**src/rtl/mc_pkg.sv**
```systemverilog
// Shared types and encodings for the multicycle MIPS-subset control path.
package mc_pkg;

    typedef enum logic [3:0] {
        StFetch  = 4'd0,
        StDecode = 4'd1,
        StMemAdr = 4'd2,
        StMemRd  = 4'd3,
        StMemWb  = 4'd4,
        StMemWr  = 4'd5,
        StRExec  = 4'd6,
        StRWb    = 4'd7,
        StBranch = 4'd8,
        StAddiEx = 4'd9,
        StSltiEx = 4'd10,
        StIwbAdd = 4'd11,
        StIwbSlt = 4'd12,
        StJump   = 4'd13
    } state_e;

    localparam logic [5:0] OP_RTYPE = 6'b000000;
    localparam logic [5:0] OP_LW    = 6'b100011;
    localparam logic [5:0] OP_SW    = 6'b101011;
    localparam logic [5:0] OP_BEQ   = 6'b000100;
    localparam logic [5:0] OP_ADDI  = 6'b001000;
    localparam logic [5:0] OP_SLTI  = 6'b001010;
    localparam logic [5:0] OP_J     = 6'b000010;

    localparam logic [5:0] FN_ADD = 6'b100000;
    localparam logic [5:0] FN_SUB = 6'b100010;
    localparam logic [5:0] FN_AND = 6'b100100;
    localparam logic [5:0] FN_OR  = 6'b100101;
    localparam logic [5:0] FN_SLT = 6'b101010;

    localparam logic [2:0] ALU_AND = 3'b000;
    localparam logic [2:0] ALU_OR  = 3'b001;
    localparam logic [2:0] ALU_ADD = 3'b010;
    localparam logic [2:0] ALU_SUB = 3'b110;
    localparam logic [2:0] ALU_SLT = 3'b111;

    localparam logic [1:0] SRCB_RT     = 2'b00;
    localparam logic [1:0] SRCB_FOUR   = 2'b01;
    localparam logic [1:0] SRCB_IMM    = 2'b10;
    localparam logic [1:0] SRCB_IMM_SH = 2'b11;

    localparam logic [1:0] PCSRC_ALU    = 2'b00;
    localparam logic [1:0] PCSRC_ALUOUT = 2'b01;
    localparam logic [1:0] PCSRC_JUMP   = 2'b10;

endpackage

```
**src/rtl/alu_funct_decoder.sv**
```systemverilog
// R-type funct field to ALU operation; unsupported functs fall back to ADD with valid low.
module alu_funct_decoder
    import mc_pkg::*;
#(
    parameter int unsigned OPW = 6
) (
    input  logic [OPW-1:0] funct,
    output logic [2:0]     operation,
    output logic           valid
);

    always_comb begin
        operation = ALU_ADD;
        valid     = 1'b1;
        case (funct)
            FN_ADD:  operation = ALU_ADD;
            FN_SUB:  operation = ALU_SUB;
            FN_AND:  operation = ALU_AND;
            FN_OR:   operation = ALU_OR;
            FN_SLT:  operation = ALU_SLT;
            default: valid = 1'b0;
        endcase
    end

endmodule

```
**src/rtl/mc_alu_controller.sv**
```systemverilog
// Multicycle control FSM: sequences fetch/decode/execute/memory/writeback and drives the ALU op.
module mc_alu_controller
    import mc_pkg::*;
#(
    parameter int unsigned OPW  = 6,
    parameter int unsigned ALUW = 3
) (
    input  logic            clk,
    input  logic            rst_n,
    input  logic [OPW-1:0]  opcode,
    input  logic [OPW-1:0]  funct,
    input  logic            zero,
    input  logic            mem_ready,
    output logic [ALUW-1:0] operation,
    output logic            pc_write,
    output logic            iord,
    output logic            mem_read,
    output logic            mem_write,
    output logic            ir_write,
    output logic            reg_dst,
    output logic            mem_to_reg,
    output logic            reg_write,
    output logic            alu_src_a,
    output logic [1:0]      alu_src_b,
    output logic [1:0]      pc_src,
    output logic            illegal
);

    state_e     state_q, state_d;
    logic [2:0] fn_op;
    logic       fn_valid;

    alu_funct_decoder #(
        .OPW(OPW)
    ) u_funct_dec (
        .funct    (funct),
        .operation(fn_op),
        .valid    (fn_valid)
    );

    always_comb begin
        state_d    = state_q;
        operation  = '0;
        pc_write   = 1'b0;
        iord       = 1'b0;
        mem_read   = 1'b0;
        mem_write  = 1'b0;
        ir_write   = 1'b0;
        reg_dst    = 1'b0;
        mem_to_reg = 1'b0;
        reg_write  = 1'b0;
        alu_src_a  = 1'b0;
        alu_src_b  = SRCB_RT;
        pc_src     = PCSRC_ALU;
        illegal    = 1'b0;
        case (state_q)
            StFetch: begin
                mem_read  = 1'b1;
                alu_src_b = SRCB_FOUR;
                operation = ALU_ADD;
                // Load strobes are masked while reset is held so nothing commits mid-reset.
                ir_write  = mem_ready & rst_n;
                pc_write  = mem_ready & rst_n;
                if (mem_ready) state_d = StDecode;
            end
            StDecode: begin
                alu_src_b = SRCB_IMM_SH;
                operation = ALU_ADD;
                case (opcode)
                    OP_RTYPE:     state_d = StRExec;
                    OP_LW, OP_SW: state_d = StMemAdr;
                    OP_BEQ:       state_d = StBranch;
                    OP_ADDI:      state_d = StAddiEx;
                    OP_SLTI:      state_d = StSltiEx;
                    OP_J:         state_d = StJump;
                    default: begin
                        illegal = 1'b1;
                        state_d = StFetch;
                    end
                endcase
            end
            StMemAdr: begin
                alu_src_a = 1'b1;
                alu_src_b = SRCB_IMM;
                operation = ALU_ADD;
                if (opcode == OP_LW)      state_d = StMemRd;
                else if (opcode == OP_SW) state_d = StMemWr;
                else                      state_d = StFetch;
            end
            StMemRd: begin
                mem_read = 1'b1;
                iord     = 1'b1;
                if (mem_ready) state_d = StMemWb;
            end
            StMemWb: begin
                reg_write  = 1'b1;
                mem_to_reg = 1'b1;
                state_d    = StFetch;
            end
            StMemWr: begin
                mem_write = 1'b1;
                iord      = 1'b1;
                if (mem_ready) state_d = StFetch;
            end
            StRExec: begin
                alu_src_a = 1'b1;
                operation = fn_op;
                illegal   = ~fn_valid;
                state_d   = fn_valid ? StRWb : StFetch;
            end
            StRWb: begin
                reg_write = 1'b1;
                reg_dst   = 1'b1;
                operation = fn_op;
                state_d   = StFetch;
            end
            StBranch: begin
                alu_src_a = 1'b1;
                operation = ALU_SUB;
                pc_src    = PCSRC_ALUOUT;
                pc_write  = zero;
                state_d   = StFetch;
            end
            StAddiEx, StSltiEx: begin
                alu_src_a = 1'b1;
                alu_src_b = SRCB_IMM;
                operation = (state_q == StSltiEx) ? ALU_SLT : ALU_ADD;
                state_d   = (state_q == StSltiEx) ? StIwbSlt : StIwbAdd;
            end
            StIwbAdd, StIwbSlt: begin
                // ALU inputs held from EX so the writeback value stays stable.
                alu_src_a = 1'b1;
                alu_src_b = SRCB_IMM;
                operation = (state_q == StIwbSlt) ? ALU_SLT : ALU_ADD;
                reg_write = 1'b1;
                state_d   = StFetch;
            end
            StJump: begin
                pc_src   = PCSRC_JUMP;
                pc_write = 1'b1;
                state_d  = StFetch;
            end
            default: state_d = StFetch;
        endcase
    end

    always_ff @(posedge clk or negedge rst_n) begin
        if (!rst_n) state_q <= StFetch;
        else        state_q <= state_d;
    end

endmodule

```
**config.mk**
```make
export PLATFORM = sky130hd
export DESIGN_NAME = mc_alu_controller
export DESIGN_NICKNAME = d
export VERILOG_FILES = /design/src/rtl/mc_pkg.sv /design/src/rtl/alu_funct_decoder.sv /design/src/rtl/mc_alu_controller.sv
export SDC_FILE = /design/constraint.sdc
export NUM_CORES = 1
export LEC_CHECK = 0
export CORE_MARGIN = 5
export CORE_UTILIZATION = 40
export DETAILED_ROUTE_END_ITERATION = 10
export PLACE_DENSITY = 0.79
export SLEW_MARGIN = 10
export SYNTH_ARGS = -nofsm -noshare
export SYNTH_HDL_FRONTEND = slang
export SYNTH_HIERARCHICAL = 1
export SYNTH_SLANG_ARGS = --single-unit
```
**constraint.sdc**
```tcl
create_clock -name clk -period 2 [get_ports clk]
set_input_delay 0.4 -clock clk [delete_from_list [all_inputs] [get_ports clk]]
set_output_delay 0.4 -clock clk [all_outputs]
set_load 0.02 [all_outputs]
```
======== Yosys cells after proc, flatten, opt, wreduce, memory -nomap -nowiden ========
Index checks and enable logic that the tools add are counted.
storage, ports and cells
  input bits .............................. 16
  register bits ........................... 4
  output and inout bits ................... 17
cells by class
  reduce and logical (&&, ||, !) cells .... 15
  mux-type cells .......................... 27
  equality and inequality tests ........... 27
  bitwise gates (word level) .............. 2
operator list
  kind                number
  $eq 6x6->1 const B  7
  $pmux 4 s7          1
  $eq 4x4->1 const B  6
  $pmux 4 s6          1
  $mux 3              6
  $eq 4x3->1 const B  4
  $pmux 3 s5          1
  $reduce_or 7->1     2
  $eq 6x4->1 const B  2
  $mux 4              3
  $pmux 3 s4          1
  $reduce_or 2->1     6
  $mux 1              10
  $reduce_or 5->1     2
  $eq 4x2->1 const B  2
  $eq 6x2->1 const B  1
  $eq 6x3->1 const B  1
  $logic_not 6->1     1
  $ne 2x2->1 const B  3
  $pmux 2 s3          1
  $eq 4x1->1 const B  1
  $logic_not 4->1     1
  $pmux 2 s2          1
  $reduce_or 4->1     1
  6 further kinds     6

======== Logic depth before layout (Yosys ltp) ========
Gate-level depths: netlist (run 1).
  depth after elaboration ................. 5
  depth in mapped cells ................... 6

======== By module ========
Netlist (run 1), hierarchy kept.
modules (own cells, without submodules)
  module             cells an instance  area each (µm²)  seq. area each (µm²)  times used
  mc_alu_controller  90                 586.8            100.1                 1
  alu_funct_decoder  9                  86.3             0.0                   1

======== Least setup slack after synthesis (run 1) ========
OpenSTA, ideal clock, no wires.
  path type ............................... register to output
  start ................................... register state_q[2]
  end ..................................... output pc_write
  slack ................................... 87 ps
  path buffers ............................ 1
  cell stages (with the launch flop) ...... 6
  data arrival time ....................... 1513 ps
  path through ............................ dfrtp_1 > buf_2 > inv_2 > nand2_1 > nor3_1 > a211o_1
on the way
  word-level cells in the longest chain between the ends .. 2
  elaborated cells on any way between the ends .. 4
RTL lines
  what                                           RTL line                  source
  from (decl)                                    mc_alu_controller.sv:29   state_e state_q, state_d;
  from (signal assigned)                         mc_alu_controller.sv:148  if (!rst_n) state_q <= StFetch;
  from (signal assigned)                         mc_alu_controller.sv:149  else state_q <= state_d;
  $eq 4x4->1 or $logic_not 4->1 (tied branches)  mc_alu_controller.sv:56   case (state_q)
  $pmux 1 s3 (*)                                 mc_alu_controller.sv:56
  to (decl)                                      mc_alu_controller.sv:15   output logic pc_write,
Mark *: on every way between the ends. The rest lies on a longest branch, timed or not.

======== Worst setup path after layout (run 1) ========
  start ................................... input funct[4]
  end ..................................... output operation[1]
on the way
  word-level cells in the longest chain between the ends .. 3
  elaborated cells on any way between the ends .. 6
RTL lines
  what                RTL line                 source
  from (decl)         mc_alu_controller.sv:11  input logic [OPW-1:0] funct,
  $eq 6x6->1          alu_funct_decoder.sv:15  case (funct)
  $pmux 3 s4 (*)      alu_funct_decoder.sv:15
  named net fn_op[1]  mc_alu_controller.sv:30  logic [2:0] fn_op;
  $pmux 3 s5 (*)      mc_alu_controller.sv:56
  to (decl)           mc_alu_controller.sv:14  output logic [ALUW-1:0] operation,
The timed path passes the listed nets; every way through them passes the cells marked *.

==> run summary, run 1 <==
Die Area - 2600 sq um
max reg flops - 4
Place WS - -0.688 ns
DR iter-0 viols - 73
worst path required time - 1.60 ns
status - complete, but fails checks
Final Cycle Share - 1.01
met2 Use GR - 0.457
fin. max-slew vios - 0
Static Leak - 0.648 nW
asr flop ratio synth - 1.00
RSZ-0062 raised after global routing - yes
Synthesis Warnings - 6
total gr overflow - 0
switching part of the total - 0.489
critical-path cell list - clkbuf_2 -> nand2b_4 -> or4b_4 -> a32oi_2 -> nand2_1 -> buf_6
FP Rows - 14
Non-Filler Instances - 188
most flop-heavy register - state_q
layout cell share with drive strength beyond 1 - 0.483
WS Path Type - input pin to primary output
DR vias - 1142
peak per-stage delay on the critical path - 0.53 ns
CTS tree - yes
sequential power share - 0.148
Placed Cells - 180
#FFs+latches synth - 4
Total Wirelength - 3320 um
Slew @ Worst Pin - 0.319 ns
Util after Layout - 0.877
H-tree depth - 1
vias in the first global route - 1107
minimum hold slack - 0.429 ns
pin count of the biggest net entering global routing - 11
Period minus WS final - 2.03 ns
Switching Power - 502 uW
total track usage - 0.241
r2r endpoint - state_q[0]
max cap viols - 0
Detailed Routing Iterations Pass 1 - 5
first-pass GRT wire length - 4860 um
dominant cell type by area after synthesis - dfrtp_1
CTS buffer count - 3
Initial Util - 0.432
Clock transition at path regs - 0.04 ns
combinational share of power - 0.750
DR vias/cell - 6.07
P&R area growth vs syn - 103%
mean post-synth cell area - 6.80 sq um
WP data arrival - 1.63 ns
DRC viols - 0
clk_lat worst skew - 0.25 ns
maximum VDD drop - 0.750 mV
critical path startpoint category - input pin
Area contributors post-synth - dfrtp_1 (15%), nor3_1 (7.4%), nor2_1 (6.1%)
Worst Path Max Fanout - 2
CTS Hold Buffers Added - 0
initial antenna violation count - 0
Final setup viols - 1
failing checks - setup timing
diode count - 0
slew margin rel. - 0.786
Synth Instances - 99
Crit-path slowest cell - or4b_4
total clock sinks - 4
Post-Syn Area - 673 sq um
CP Buf/Inv Count - 2
post-route ant nets - 0
Top Registers - state_q (4)
Top FF cell, synth - dfrtp_1
CTS max path bufs - 2
num ports - 33
Post-synth EDFFs - 0
worst setup margin - -0.0258 ns
register area share after synthesis - 0.149
Cell Int Power - 525 uW
drt wl/cell - 17.7 um
Worst R2R Start - state_q[2]
final RePlAce weighted congestion - 0.922
Die H - 51.0 um
critical path's top delay family - simple AND/OR/NAND/NOR gates
Distinct cells, synth - 38
PwrDens - 751 nW/um^2
syn nets - 115
I/O Buffers - 32
grt met1 use - 0.255
NumNets Final - 190
grt peak-use layer - met2
clock skew - 0.0106 ns
FF-to-FF setup slack - 0.38 ns
HP Class - input pin to asynchronous set/reset pin
Hold Vio Cnt, Final - 0
clock root cell - clkbuf_4
Fmax - 0.494 GHz
setup TNS - -0.0258 ns
DP HPWL - 2140 um
Crit. End Element - primary output
Die X - 51.0 um
post-synth top area share - 0.149
met3 Use GR - 0.0494
Worst R2R Path Depth - 6
Core Region - 1560 sq um
clock share of power - 0.102
## cell usage after synthesis (all sizes together), types with 2 or more instances
| cell | number |
|---|---|
| nor3 | 10 |
| nand2b | 3 |
| o22ai | 4 |
| nor2 | 11 |
| inv | 3 |
| nand2 | 7 |
| or3 | 2 |
| buf | 6 |
| nand4bb | 2 |
| nand3 | 3 |
| and3 | 2 |
| nand4 | 4 |
| a31oi | 2 |
| dfrtp | 4 |
| nor2b | 5 |
| a41o | 2 |
| a21oi | 6 |
| o21ai | 7 |
## cell families (layout without fill, tap and decap cells)
| family | Yosys count | after routing | share of synthesized area |
|---|---|---|---|
| buffers and inverters | 9 | 82 | 0.0613 |
| muxes | 2 | 2 | 0.0316 |
| AOI/OAI and AO/OA | 29 | 29 | 0.284 |
| DFF | 4 | 4 | 0.149 |
| xor gates and xnor gates | 2 | 2 | 0.0260 |
| and+or+nand+nor | 53 | 53 | 0.448 |
## routing by layer
| metal | vias to the layer above | routed length, um |
|---|---|---|
| met5 | - | 0 |
| met2 | 76 | 1720 |
| li1 | 531 | - |
| met4 | 0 | 96 |
| met1 | 521 | 1260 |
| met3 | 14 | 244 |
## stage by stage
stage | area (sq um) | power (mW)
2_1_floorplan | 673 | 0.497
3_3_place_gp | 1280 | 0.880
3_5_place_dp | 1280 | 0.906
4_1_cts | 1370 | 0.992
5_1_grt | 1370 | 1.08
6_report | 1370 | 1.03
## how the worst max path moves through the flow
stage / start / end / cells after the start
after CTS: funct[4] / operation[1] / 6
after global routing: funct[4] / operation[1] / 6
after detailed placement: funct[5] / operation[1] / 6
final: funct[4] / operation[1] / 6
after floorplan: state_q[2] / pc_write / 5
after global placement: funct[5] / operation[1] / 6
## power by group through the flow
| stage | Combinational, mW | Clock [mW] | Sequential (mW) |
|---|---|---|---|
| 6_report | 0.770 | 0.105 | 0.152 |
| 4_1_cts | 0.740 | 0.110 | 0.142 |
| 2_1_floorplan | 0.383 | 0 | 0.114 |
| 3_5_place_dp | 0.766 | 0 | 0.140 |
| 5_1_grt | 0.806 | 0.122 | 0.153 |
| 3_3_place_gp | 0.741 | 0 | 0.139 |
## what timing repair did
action | CTS | global route
endpoints found under the setup margin | 17 | 12
setup buffers | 4 | 1
pin swaps | 7 | 2
gates resized for setup | 70 | 26
endpoints found under the hold margin | 0 | 0
## cells in the final DEF, fill, tap and decap left out, types with 2 or more instances in the layout
| cell | synthesis | final |
|---|---|---|
| a41o_1 | 2 | 2 |
| nor2b_1 | 5 | 3 |
| nand3_1 | 3 | 2 |
| o22ai_1 | 4 | 4 |
| buf_6 | 0 | 4 |
| inv_2 | 1 | 2 |
| buf_4 | 0 | 42 |
| dfrtp_2 | 0 | 2 |
| clkdlybuf4s15_1 | 0 | 2 |
| dlygate4sd2_1 | 0 | 11 |
| nand2b_1 | 2 | 2 |
| nand2_1 | 7 | 6 |
| o21ai_0 | 5 | 2 |
| dfrtp_1 | 4 | 2 |
| a21oi_1 | 6 | 5 |
| a31oi_1 | 2 | 2 |
| nand4bb_1 | 2 | 2 |
| o21ai_1 | 2 | 5 |
| clkbuf_4 | 0 | 3 |
| nand4_1 | 4 | 4 |
| nor2b_2 | 0 | 2 |
| and3_1 | 2 | 2 |
| clkbuf_2 | 0 | 9 |
| clkdlybuf4s15_2 | 0 | 2 |
| buf_2 | 6 | 2 |
| nor3_1 | 10 | 6 |
| nor3_2 | 0 | 3 |
| clkdlybuf4s50_1 | 0 | 4 |
| nor2_1 | 11 | 10 |
## layout make-up
class	instances	area [sq um]
Clock buffer	3	22.5
Fill cell	94	191
Inverter	3	11.3
Multi-Input combinational cell	86	617
Sequential cell	4	103
Tap cell	16	20.0
Timing Repair Buffer	76	594
Power figures use the tool's default switching activity.
==> run 2, diff against run 1 <==
- CORE_MARGIN: 5 -> 2
==> run 2 against run 1 <==
The flow now finishes without violations. Critical path type is now flip-flop to primary output. Routed wire length is 13% lower. Final area is 5.4% lower. Largest power group unchanged. Global-route usage is 6.7 points higher.
==> run summary, run 2 (synthesis results as in run 1) <==
FP Rows - 14 (unchanged)
NumNets Final - 185 (was 190)
max cap viols - 0 (unchanged)
clock skew - 0.00334 ns (was 0.0106 ns)
total clock sinks - 4 (unchanged)
DP HPWL - 2090 um (was 2140 um)
H-tree depth - 1 (unchanged)
CTS max path bufs - 2 (unchanged)
Final setup viols - 0 (was 1)
Crit. End Element - primary output (unchanged)
Hold Vio Cnt, Final - 0 (unchanged)
Die Area - 2030 sq um (was 2600 sq um)
Die X - 45.0 um (was 51.0 um)
DR vias/cell - 6.23 (was 6.07)
I/O Buffers - 32 (unchanged)
Cell Int Power - 513 uW (was 525 uW)
DRC viols - 0 (unchanged)
DR iter-0 viols - 59 (was 73)
CTS tree - yes (unchanged)
CTS buffer count - 3 (unchanged)
Clock transition at path regs - 0.04 ns (about the same)
status - finished, final reports clean (was complete, but fails checks)
num ports - 33 (unchanged)
Total Wirelength - 2890 um (was 3320 um)
drt wl/cell - 15.8 um (was 17.7 um)
slew margin rel. - 0.788 (was 0.786)
critical path startpoint category - flip-flop (was input pin)
initial antenna violation count - 0 (unchanged)
Crit-path slowest cell - dfrtp_2 (was or4b_4)
Util after Layout - 0.839 (was 0.877)
leading cell types in the layout, fill and taps excluded - buf_4 (38), dlygate4sd2_1 (13), nor2_1 (10) (was buf_4 (42), dlygate4sd2_1 (11), nor2_1 (10))
switching part of the total - 0.487 (was 0.489)
first-pass GRT wire length - 4580 um (was 4860 um)
critical path's top delay family - flip-flops (was simple AND/OR/NAND/NOR gates)
most used cell, CP - o21ai_0
post-route ant nets - 0 (unchanged)
Fmax - 0.515 GHz (was 0.494 GHz)
clock root cell - clkbuf_4 (unchanged)
setup TNS - 0 ns (was -0.0258 ns)
Top Registers - state_q (4) (unchanged)
vias in the first global route - 1106 (was 1107)
sequential power share - 0.148 (about the same)
most common cell after layout, fill and taps aside - buf_4 (unchanged)
Worst R2R Start - state_q[2] (unchanged)
final RePlAce weighted congestion - 0.898 (was 0.922)
Initial Util - 0.437 (was 0.432)
diode count - 0 (unchanged)
RSZ-0062 raised after global routing - yes (unchanged)
Static Leak - 0.627 nW (was 0.648 nW)
max reg flops - 4 (unchanged)
clk_lat worst skew - 0.24 ns (was 0.25 ns)
Detailed Routing Iterations Pass 1 - 5 (unchanged)
maximum VDD drop - 0.502 mV (was 0.750 mV)
CP Buf/Inv Count - 2 (unchanged)
pin count of the biggest net entering global routing - 12 (was 11)
Final Cycle Share - 0.972 (was 1.01)
layout cell share with drive strength beyond 1 - 0.431 (was 0.483)
HP Class - input pin to asynchronous set/reset pin (unchanged)
critical-path cell list - nor2_1 -> buf_4 -> o21ai_0 -> o21ai_0 -> clkdlybuf4s15_1 (was clkbuf_2 -> nand2b_4 -> or4b_4 -> a32oi_2 -> nand2_1 -> buf_6)
CTS Hold Buffers Added - 0 (unchanged)
total track usage - 0.308 (was 0.241)
Switching Power - 487 uW (was 502 uW)
Worst Path Max Fanout - 10 (was 2)
P&R area growth vs syn - 92.2% (was 103%)
CP startpoint - state_q[0] (was funct[4])
Die H - 45.0 um (was 51.0 um)
clock share of power - 0.105 (was 0.102)
peak per-stage delay on the critical path - 0.46 ns (was 0.53 ns)
most flop-heavy register - state_q (unchanged)
Slew @ Worst Pin - 0.317 ns (was 0.319 ns)
WP data arrival - 1.54 ns (was 1.63 ns)
total gr overflow - 0 (unchanged)
fin. max-slew vios - 0 (unchanged)
PwrDens - 773 nW/um^2 (was 751 nW/um^2)
Core Region - 1540 sq um (was 1560 sq um)
worst path required time - 1.60 ns (about the same)
WS Path Type - flip-flop to primary output (was input pin to primary output)
combinational share of power - 0.747 (was 0.750)
Period minus WS final - 1.94 ns (was 2.03 ns)
DR vias - 1141 (was 1142)
run 2: final timing paths:
| check | slack, ns | depth (start not counted) | end |
|---|---|---|---|
| setup / recovery | 0.06 | 5 | alu_src_a |
| hold / removal | 0.44 | 2 | state_q[2] |
| setup reg to reg | 0.35 | 6 | state_q[2] |
| hold reg to reg | 0.68 | 2 | state_q[3] |
| max in group asynchronous | 1.44 | 2 | state_q[0] |
| min in group clk | 0.68 | 2 | state_q[3] |
run 2: routing by layer:
layer	vias to the layer above	wire length [um]	track usage
li1	521	-	-
met1	505	1010	0.325
met2	92	1480	0.571
met3	23	277	0.0600
met4	0	120	0.153
met5	-	0	0
run 2: power groups by stage:
stage	Sequential [mW]	Clock, mW	Combinational (mW)
after floorplan	0.114	0	0.383
after global routing	0.148	0.109	0.796
after CTS	0.143	0.0984	0.709
after global placement	0.140	0	0.722
final	0.148	0.105	0.747
after detailed placement	0.140	0	0.746
run 2: cell type report:
class | count | area (sq um)
clock buffers | 3 | 22.5
well taps | 16 | 20.0
flip-flops and latches | 4 | 104
inverters | 3 | 11.3
fillers | 102 | 248
repair buffers | 71 | 554
multi-input cells | 86 | 582
run 2: worst reg2reg max path: cells and delay by family (launching register included):
family	cells	cell delay, ns
simple gates	1	0.15
buf+inv	2	0.31
compound gates	3	0.62
flops	1	0.46
run 2: timing repair:
item / 4_1_cts / 5_1_grt
setup buffers: 3 / 1
gates resized for setup: 60 / 26
pin swaps: 9 / 2
setup endpoints to repair: 18 / 10
run 2: through the flow:
step	hold slack (ns)	cell area, sq um	cells	setup WS [ns]	power (mW)
6_report	0.443	1290	183	0.0566	1.00
3_3_place_gp	0.693	1250	176	-0.666	0.863
2_1_floorplan	0.104	673	99	0.0866	0.497
4_1_cts	0.452	1310	182	-0.0757	0.951
5_1_grt	0.450	1290	183	-0.0150	1.05
3_5_place_dp	0.693	1250	176	-0.689	0.887
